==> src/rtl/rv_pipe_pkg.sv <==
// Shared definitions for the RV32 pipeline control blocks: scheduler state encoding and
// default limits for the multi-cycle timeout counter.
package rv_pipe_pkg;

  localparam logic [1:0] SCHED_RUN      = 2'd0;
  localparam logic [1:0] SCHED_MC_BUSY  = 2'd1;
  localparam logic [1:0] SCHED_MEM_WAIT = 2'd2;
  localparam logic [1:0] SCHED_MC_MEM   = 2'd3;

  localparam int unsigned MC_MAX_CYCLES = 64;
  localparam int unsigned CNT_W         = 16;

  typedef enum logic [1:0] {
    StRun     = SCHED_RUN,
    StMcBusy  = SCHED_MC_BUSY,
    StMemWait = SCHED_MEM_WAIT,
    StMcMem   = SCHED_MC_MEM
  } sched_state_e;

endpackage

==> src/rtl/stall_cycle_counter.sv <==
// Cycle counter with synchronous clear and enable; saturates or wraps, and flags when the
// count equals Limit.
module stall_cycle_counter #(
  parameter int unsigned Width    = 16,
  parameter int unsigned Limit    = 63,
  parameter bit          Saturate = 1'b1
) (
  input  logic             clk_i,
  input  logic             rst_ni,
  input  logic             clr_i,
  input  logic             en_i,
  output logic [Width-1:0] cnt_o,
  output logic             at_limit_o
);

  logic [Width-1:0] cnt_q, cnt_d;

  always_comb begin
    cnt_d = cnt_q;
    if (clr_i) begin
      cnt_d = '0;
    end else if (en_i) begin
      if (!(Saturate && (&cnt_q))) begin
        cnt_d = cnt_q + 1'b1;
      end
    end
  end

  always_ff @(posedge clk_i or negedge rst_ni) begin
    if (!rst_ni) begin
      cnt_q <= '0;
    end else begin
      cnt_q <= cnt_d;
    end
  end

  assign cnt_o      = cnt_q;
  assign at_limit_o = (cnt_q == Width'(Limit));

endmodule

==> src/rtl/pipeline_stall_scheduler.sv <==
// Fixed-priority stall/flush sequencer for the 5-stage RV32 pipeline.
// Define STALL_PERF_CNT_EN to add the stall-cycle and flush performance counters.
module pipeline_stall_scheduler
  import rv_pipe_pkg::*;
#(
  parameter int unsigned McMaxCycles = MC_MAX_CYCLES,
  parameter int unsigned CntW        = CNT_W
) (
  input  logic            clk_i,
  input  logic            rst_ni,
  input  logic            hz_stall_i,
  input  logic            hz_redirect_i,
  input  logic            mc_start_i,
  input  logic            mc_done_i,
  input  logic            imem_busy_i,
  input  logic            dmem_busy_i,
  output logic            pc_we_o,
  output logic            if_id_we_o,
  output logic            if_id_flush_o,
  output logic            id_ex_we_o,
  output logic            id_ex_bubble_o,
  output logic            ex_mem_we_o,
  output logic            ex_mem_bubble_o,
  output logic            mem_wb_we_o,
  output logic [1:0]      sched_state_o,
  output logic            mc_timeout_o
`ifdef STALL_PERF_CNT_EN
  ,
  output logic [CntW-1:0] perf_stall_cyc_o,
  output logic [CntW-1:0] perf_flush_cnt_o
`endif
);

  sched_state_e state_q, state_d;
  logic         kill_pend_q, kill_pend_d;
  logic         mc_timeout_q, mc_timeout_d;
  logic         mc_active, mc_hold, mc_enter, redirect_taken, at_limit;
  logic [CntW-1:0] mc_cnt_unused;

  // MC_MEM is still a multi-cycle episode: EX stays held once the memory freeze lifts.
  assign mc_active = (state_q == StMcBusy) || (state_q == StMcMem);
  assign mc_hold   = mc_active && !mc_done_i;
  assign mc_enter  = (state_q == StRun) && mc_start_i && !mc_done_i;
  assign redirect_taken = hz_redirect_i && !dmem_busy_i && !mc_hold && !hz_stall_i;

  always_comb begin
    state_d = state_q;
    case (state_q)
      StRun: begin
        if (mc_enter) begin
          state_d = StMcBusy;
        end else if (dmem_busy_i) begin
          state_d = StMemWait;
        end
      end
      StMcBusy: begin
        if (mc_done_i) begin
          state_d = StRun;
        end else if (dmem_busy_i) begin
          state_d = StMcMem;
        end
      end
      StMemWait: if (!dmem_busy_i) state_d = StRun;
      StMcMem:   if (!dmem_busy_i) state_d = StMcBusy;
      default:   state_d = StRun;
    endcase
  end

  always_comb begin
    pc_we_o         = 1'b1;
    if_id_we_o      = 1'b1;
    if_id_flush_o   = 1'b0;
    id_ex_we_o      = 1'b1;
    id_ex_bubble_o  = 1'b0;
    ex_mem_we_o     = 1'b1;
    ex_mem_bubble_o = 1'b0;
    mem_wb_we_o     = 1'b1;
    if (dmem_busy_i) begin
      pc_we_o     = 1'b0;
      if_id_we_o  = 1'b0;
      id_ex_we_o  = 1'b0;
      ex_mem_we_o = 1'b0;
      mem_wb_we_o = 1'b0;
    end else if (mc_hold) begin
      pc_we_o         = 1'b0;
      if_id_we_o      = 1'b0;
      id_ex_we_o      = 1'b0;
      ex_mem_bubble_o = 1'b1;
    end else if (hz_stall_i) begin
      pc_we_o        = 1'b0;
      if_id_we_o     = 1'b0;
      id_ex_bubble_o = 1'b1;
    end else if (hz_redirect_i) begin
      pc_we_o       = 1'b1;
      if_id_flush_o = 1'b1;
    end else if (imem_busy_i) begin
      pc_we_o       = 1'b0;
      if_id_flush_o = 1'b1;
    end
    // The wrong-path fetch still in flight must never reach ID.
    if (kill_pend_q && !dmem_busy_i) begin
      if_id_flush_o = 1'b1;
    end
  end

  always_comb begin
    kill_pend_d = kill_pend_q;
    if (!dmem_busy_i && !imem_busy_i) begin
      kill_pend_d = 1'b0;
    end
    if (redirect_taken && imem_busy_i) begin
      kill_pend_d = 1'b1;
    end
  end

  stall_cycle_counter #(
    .Width    (CntW),
    .Limit    (McMaxCycles - 1),
    .Saturate (1'b1)
  ) u_mc_cnt (
    .clk_i      (clk_i),
    .rst_ni     (rst_ni),
    .clr_i      (mc_enter),
    .en_i       (mc_active),
    .cnt_o      (mc_cnt_unused),
    .at_limit_o (at_limit)
  );

  assign mc_timeout_d = mc_timeout_q | (mc_active && at_limit && !mc_done_i);

  always_ff @(posedge clk_i or negedge rst_ni) begin
    if (!rst_ni) begin
      state_q      <= StRun;
      kill_pend_q  <= 1'b0;
      mc_timeout_q <= 1'b0;
    end else begin
      state_q      <= state_d;
      kill_pend_q  <= kill_pend_d;
      mc_timeout_q <= mc_timeout_d;
    end
  end

  assign sched_state_o = state_q;
  assign mc_timeout_o  = mc_timeout_q;

`ifdef STALL_PERF_CNT_EN
  logic perf_stall_unused, perf_flush_unused;

  stall_cycle_counter #(
    .Width    (CntW),
    .Limit    (0),
    .Saturate (1'b0)
  ) u_perf_stall (
    .clk_i      (clk_i),
    .rst_ni     (rst_ni),
    .clr_i      (1'b0),
    .en_i       (!pc_we_o),
    .cnt_o      (perf_stall_cyc_o),
    .at_limit_o (perf_stall_unused)
  );

  stall_cycle_counter #(
    .Width    (CntW),
    .Limit    (0),
    .Saturate (1'b0)
  ) u_perf_flush (
    .clk_i      (clk_i),
    .rst_ni     (rst_ni),
    .clr_i      (1'b0),
    .en_i       (if_id_flush_o),
    .cnt_o      (perf_flush_cnt_o),
    .at_limit_o (perf_flush_unused)
  );
`endif

endmodule
==> config.mk <==
export PLATFORM = sky130hd
export DESIGN_NAME = pipeline_stall_scheduler
export DESIGN_NICKNAME = d
export VERILOG_FILES = /design/src/rtl/rv_pipe_pkg.sv /design/src/rtl/stall_cycle_counter.sv /design/src/rtl/pipeline_stall_scheduler.sv
export SDC_FILE = /design/constraint.sdc
export NUM_CORES = 1
export LEC_CHECK = 0
export BUFFER_PORTS_ARGS = -buffer_cell sky130_fd_sc_hd__clkbuf_2
export CAP_MARGIN = 30
export CORE_MARGIN = 8
export CORE_UTILIZATION = 35
export CTS_CLUSTER_SIZE = 12
export DETAILED_ROUTE_END_ITERATION = 10
export HOLD_SLACK_MARGIN = 0.1
export MAX_ROUTING_LAYER = met4
export SKIP_LAST_GASP = 1
export SLEW_MARGIN = 20
export SYNTH_ARGS = -nofsm -noshare
export SYNTH_HDL_FRONTEND = slang
export SYNTH_SLANG_ARGS = --single-unit
==> constraint.sdc <==
create_clock -name clk_i -period 4.6 [get_ports clk_i]
set_input_delay 0.92 -clock clk_i [delete_from_list [all_inputs] [get_ports clk_i]]
set_output_delay 0.92 -clock clk_i [all_outputs]
set_load 0.01 [all_outputs]
==> results.yml <==
run_status:
  status: "completed"
cts:
  clk_latency_ns: 0.30
  cts_max_path_buffers: 2
  cts_root_buffer: "clkbuf_4"
  cts.sinks: 20
  ctsHoldBuffers: 0
  cts_setup_buffers: 0
  cts_tree: "built"
  ctsResizeCount: 0
  cts_htree_levels: 1
  cts_made_buffers: 3
  clk_pin_slew_ns: 0.11
synthesis:
  syn-num-nets: 135
  synth_edf_count: 0
  yosysSeqAreaShare_pct: 41.5
  ys.flop_type: "dfrtp_1"
  synth_cell_type_count: 42
  yosysWarnings: 0
  synth_area_leaders: "dfrtp_1 41%, nor3_1 3.7%, nand2_1 3.7%"
  synth_area_um2: 1210
  netlist.area_leader.share_pct: 41.5
  synthArstFlopShare_pct: 100
  synth_top_area_cell: "dfrtp_1"
  ys_ff_latch: 20
  synthCells: 126
  avgSynthCellArea_um2: 9.58
worst_setup_path:
  endpoint_kind: "output pin"
  startpoint_type: "input port"
  path_class: "in2out"
  required_ns: 3.68
  arrival_ns: 1.82
  crit_path_max_fanout: 6
  rr_worst_depth: 5
detailed_routing:
  viasPerCell: 5.42
  drt-pass1-iter-count: 4
  ant_nets: 0
  routedWlPerCell_um: 14.6
  dr.first_iter.drc_count: 43
  remaining_drc_errors: 0
  routed_wl_um: 2740
  vias: 1014
finish:
  drive_above_1_share_pct: 20.6
  area_growth_pct: 10.2
  final_util_pct: 39.9
  antenna_cells: 0
  nets: 152
sta:
  fmax_mhz: 365
  timing.slew.headroom_pct: 38.1
  tns_ns: 0
  worst-slew-pin-transition_ns: 0.925
  min_period_ns: 2.74
  grt_setup_unrepaired: "false"
  clock_skew_ns: 0.00948
  drv_slew: 0
  setup_viol: 0
  timing_hold_violations_final: 0
  finalCritPeriodShare_pct: 59.6
floorplanning:
  die_area_um2: 5590
  rows: 21
  pin_count: 19
  die-height_um: 74.7
  initial_utilization_pct: 36.2
  fp.dieW_um: 74.7
  core_area_um2: 3340
global_routing:
  grt_max_degree: 21
  antenna_found_initial: 0
  grt_first_pass_wirelength_um: 4690
  grt_use_total_pct: 11.1
  grt_pass1_vias: 1010
  gr-total-overflow: 0
placed_design:
  port_buffers: 18
  gp_congestion: 0.854
  hpwl_um: 2030
power_and_ir_drop:
  sw_frac_of_total_pct: 35.6
  power.switching_uw: 153
  power_density_nw_per_um2: 324
  vdd_drop_max_mv: 0.145
  combPwrFrac_pct: 22.9
  leakagePower_uw: 0.000655
  clockPowerShare_pct: 18.9
  p_seq_share_pct: 58.2
  p_int_uw: 277
worst_hold_path:
  min_path_type: "reg2reg"
  holdPathStages: 1
job:
  cap_violations: 0
==> kinds of logic (layout without fill, tap and decap cells) <==
logic type | after synthesis | in the layout | share of synthesized area [%]
AO/OA/AOI/OAI | 29 | 29 | 18.3
AND/OR/NAND/NOR | 59 | 59 | 28.1
multiplexers | 4 | 4 | 3.73
XOR/XNOR | 3 | 3 | 2.18
flip-flops | 20 | 20 | 41.5
adder cells (fa/ha/maj) | 1 | 1 | 1.04
buffers and inverters | 10 | 25 | 5.18
==> final cells by class <==
| type | count | area, um2 |
|---|---|---|
| Multi-Input combinational cell | 96 | 644 |
| Inverter | 4 | 15.0 |
| Sequential cell | 20 | 500 |
| Timing Repair Buffer | 18 | 90.1 |
| Fill cell | 349 | 2010 |
| Tap cell | 46 | 57.6 |
| Clock buffer | 3 | 22.5 |
==> stage by stage <==
stage	total power [uW]	hold WS, ns	area (um2)	setup WS, ns	cells
2_1_floorplan	319	0.499	1210	1.97	126
5_1_grt	460	0.509	1330	1.75	187
4_1_cts	436	0.484	1330	1.86	187
3_5_place_dp	353	0.457	1310	1.87	184
3_3_place_gp	348	0.453	1310	1.94	184
6_report	430	0.482	1330	1.86	187
==> state kept, by name, indices dropped and copies added (netlist names) <==
name / cells
kill_pend_q: 1
sched_state_o: 2
u_mc_cnt.cnt_o: 16
mc_timeout_o: 1
==> layer usage <==
| metal | track usage (%) | routed length (um) |
|---|---|---|
| met3 | 2.13 | 73 |
| met2 | 16.4 | 1230 |
| met1 | 14.3 | 1420 |
| met5 | - | 0 |
| met4 | 4.57 | 21 |
==> cells in the mapped netlist (2+ instances only) <==
cell	instances
o21ai_0	7
a21boi_0	2
xnor2_1	2
nand2b_1	2
nor3_1	9
nand3_1	6
or3_1	3
a21oi_1	6
and3_1	3
and3_2	2
a21o_1	2
buf_2	2
inv_1	4
nor2_1	5
nand2_1	12
o31ai_1	2
nand4_1	7
mux2i_1	3
a211o_1	3
nor4_1	3
dfrtp_1	20
==> critical path: stages <==
cell      delay [ns]
clkbuf_2        0.12
nor2b_1         0.06
nor3_1          0.31
o21ai_0         0.15
o21ai_0         0.10
clkbuf_2        0.16
==> layout by cell type (no fill, tap or decap), types with 2 or more instances in the layout <==
| cell type | netlist | final |
|---|---|---|
| and3_2 | 2 | 2 |
| clkbuf_4 | 1 | 3 |
| nor2_1 | 5 | 5 |
| nand2b_1 | 2 | 2 |
| o31ai_1 | 2 | 2 |
| inv_1 | 4 | 4 |
| dfrtp_1 | 20 | 20 |
| a21boi_0 | 2 | 2 |
| mux2i_1 | 3 | 3 |
| nand3_1 | 6 | 6 |
| nand4_1 | 7 | 7 |
| and3_1 | 3 | 3 |
| nand2_1 | 12 | 12 |
| a211o_1 | 3 | 3 |
| o21ai_0 | 7 | 7 |
| clkbuf_2 | 0 | 18 |
| or3_1 | 3 | 3 |
| nor3_1 | 9 | 9 |
| a21o_1 | 2 | 2 |
| xnor2_1 | 2 | 2 |
| a21oi_1 | 6 | 6 |
| nor4_1 | 3 | 3 |
==> worst paths after layout <==
| check | start | endpoint | slack (ns) |
|---|---|---|---|
| max in group asynchronous | rst_ni | u_mc_cnt.cnt_o[2]$_DFFE_PN0P_ | 3.68 |
| max reg2reg | u_mc_cnt.cnt_o[0]$_DFFE_PN0P_ | u_mc_cnt.cnt_o[15]$_DFFE_PN0P_ | 2.01 |
| max | mc_done_i | if_id_flush_o | 1.86 |
| min in group asynchronous | rst_ni | u_mc_cnt.cnt_o[5]$_DFFE_PN0P_ | 0.57 |
| min reg2reg | mc_timeout_o$_DFF_PN0_ | mc_timeout_o$_DFF_PN0_ | 0.48 |
| min | mc_timeout_o$_DFF_PN0_ | mc_timeout_o$_DFF_PN0_ | 0.48 |
==> power groups by stage <==
stage	combinational, uW	sequential [uW]	clock, uW
final	98.7	250	81.4
after global routing	111	256	92.9
after CTS	100	249	87.1
after detailed placement	100	253	0
after global placement	96.1	251	0
after floorplan	77.0	242	0
Note: power is estimated with default switching activity, not from simulation.
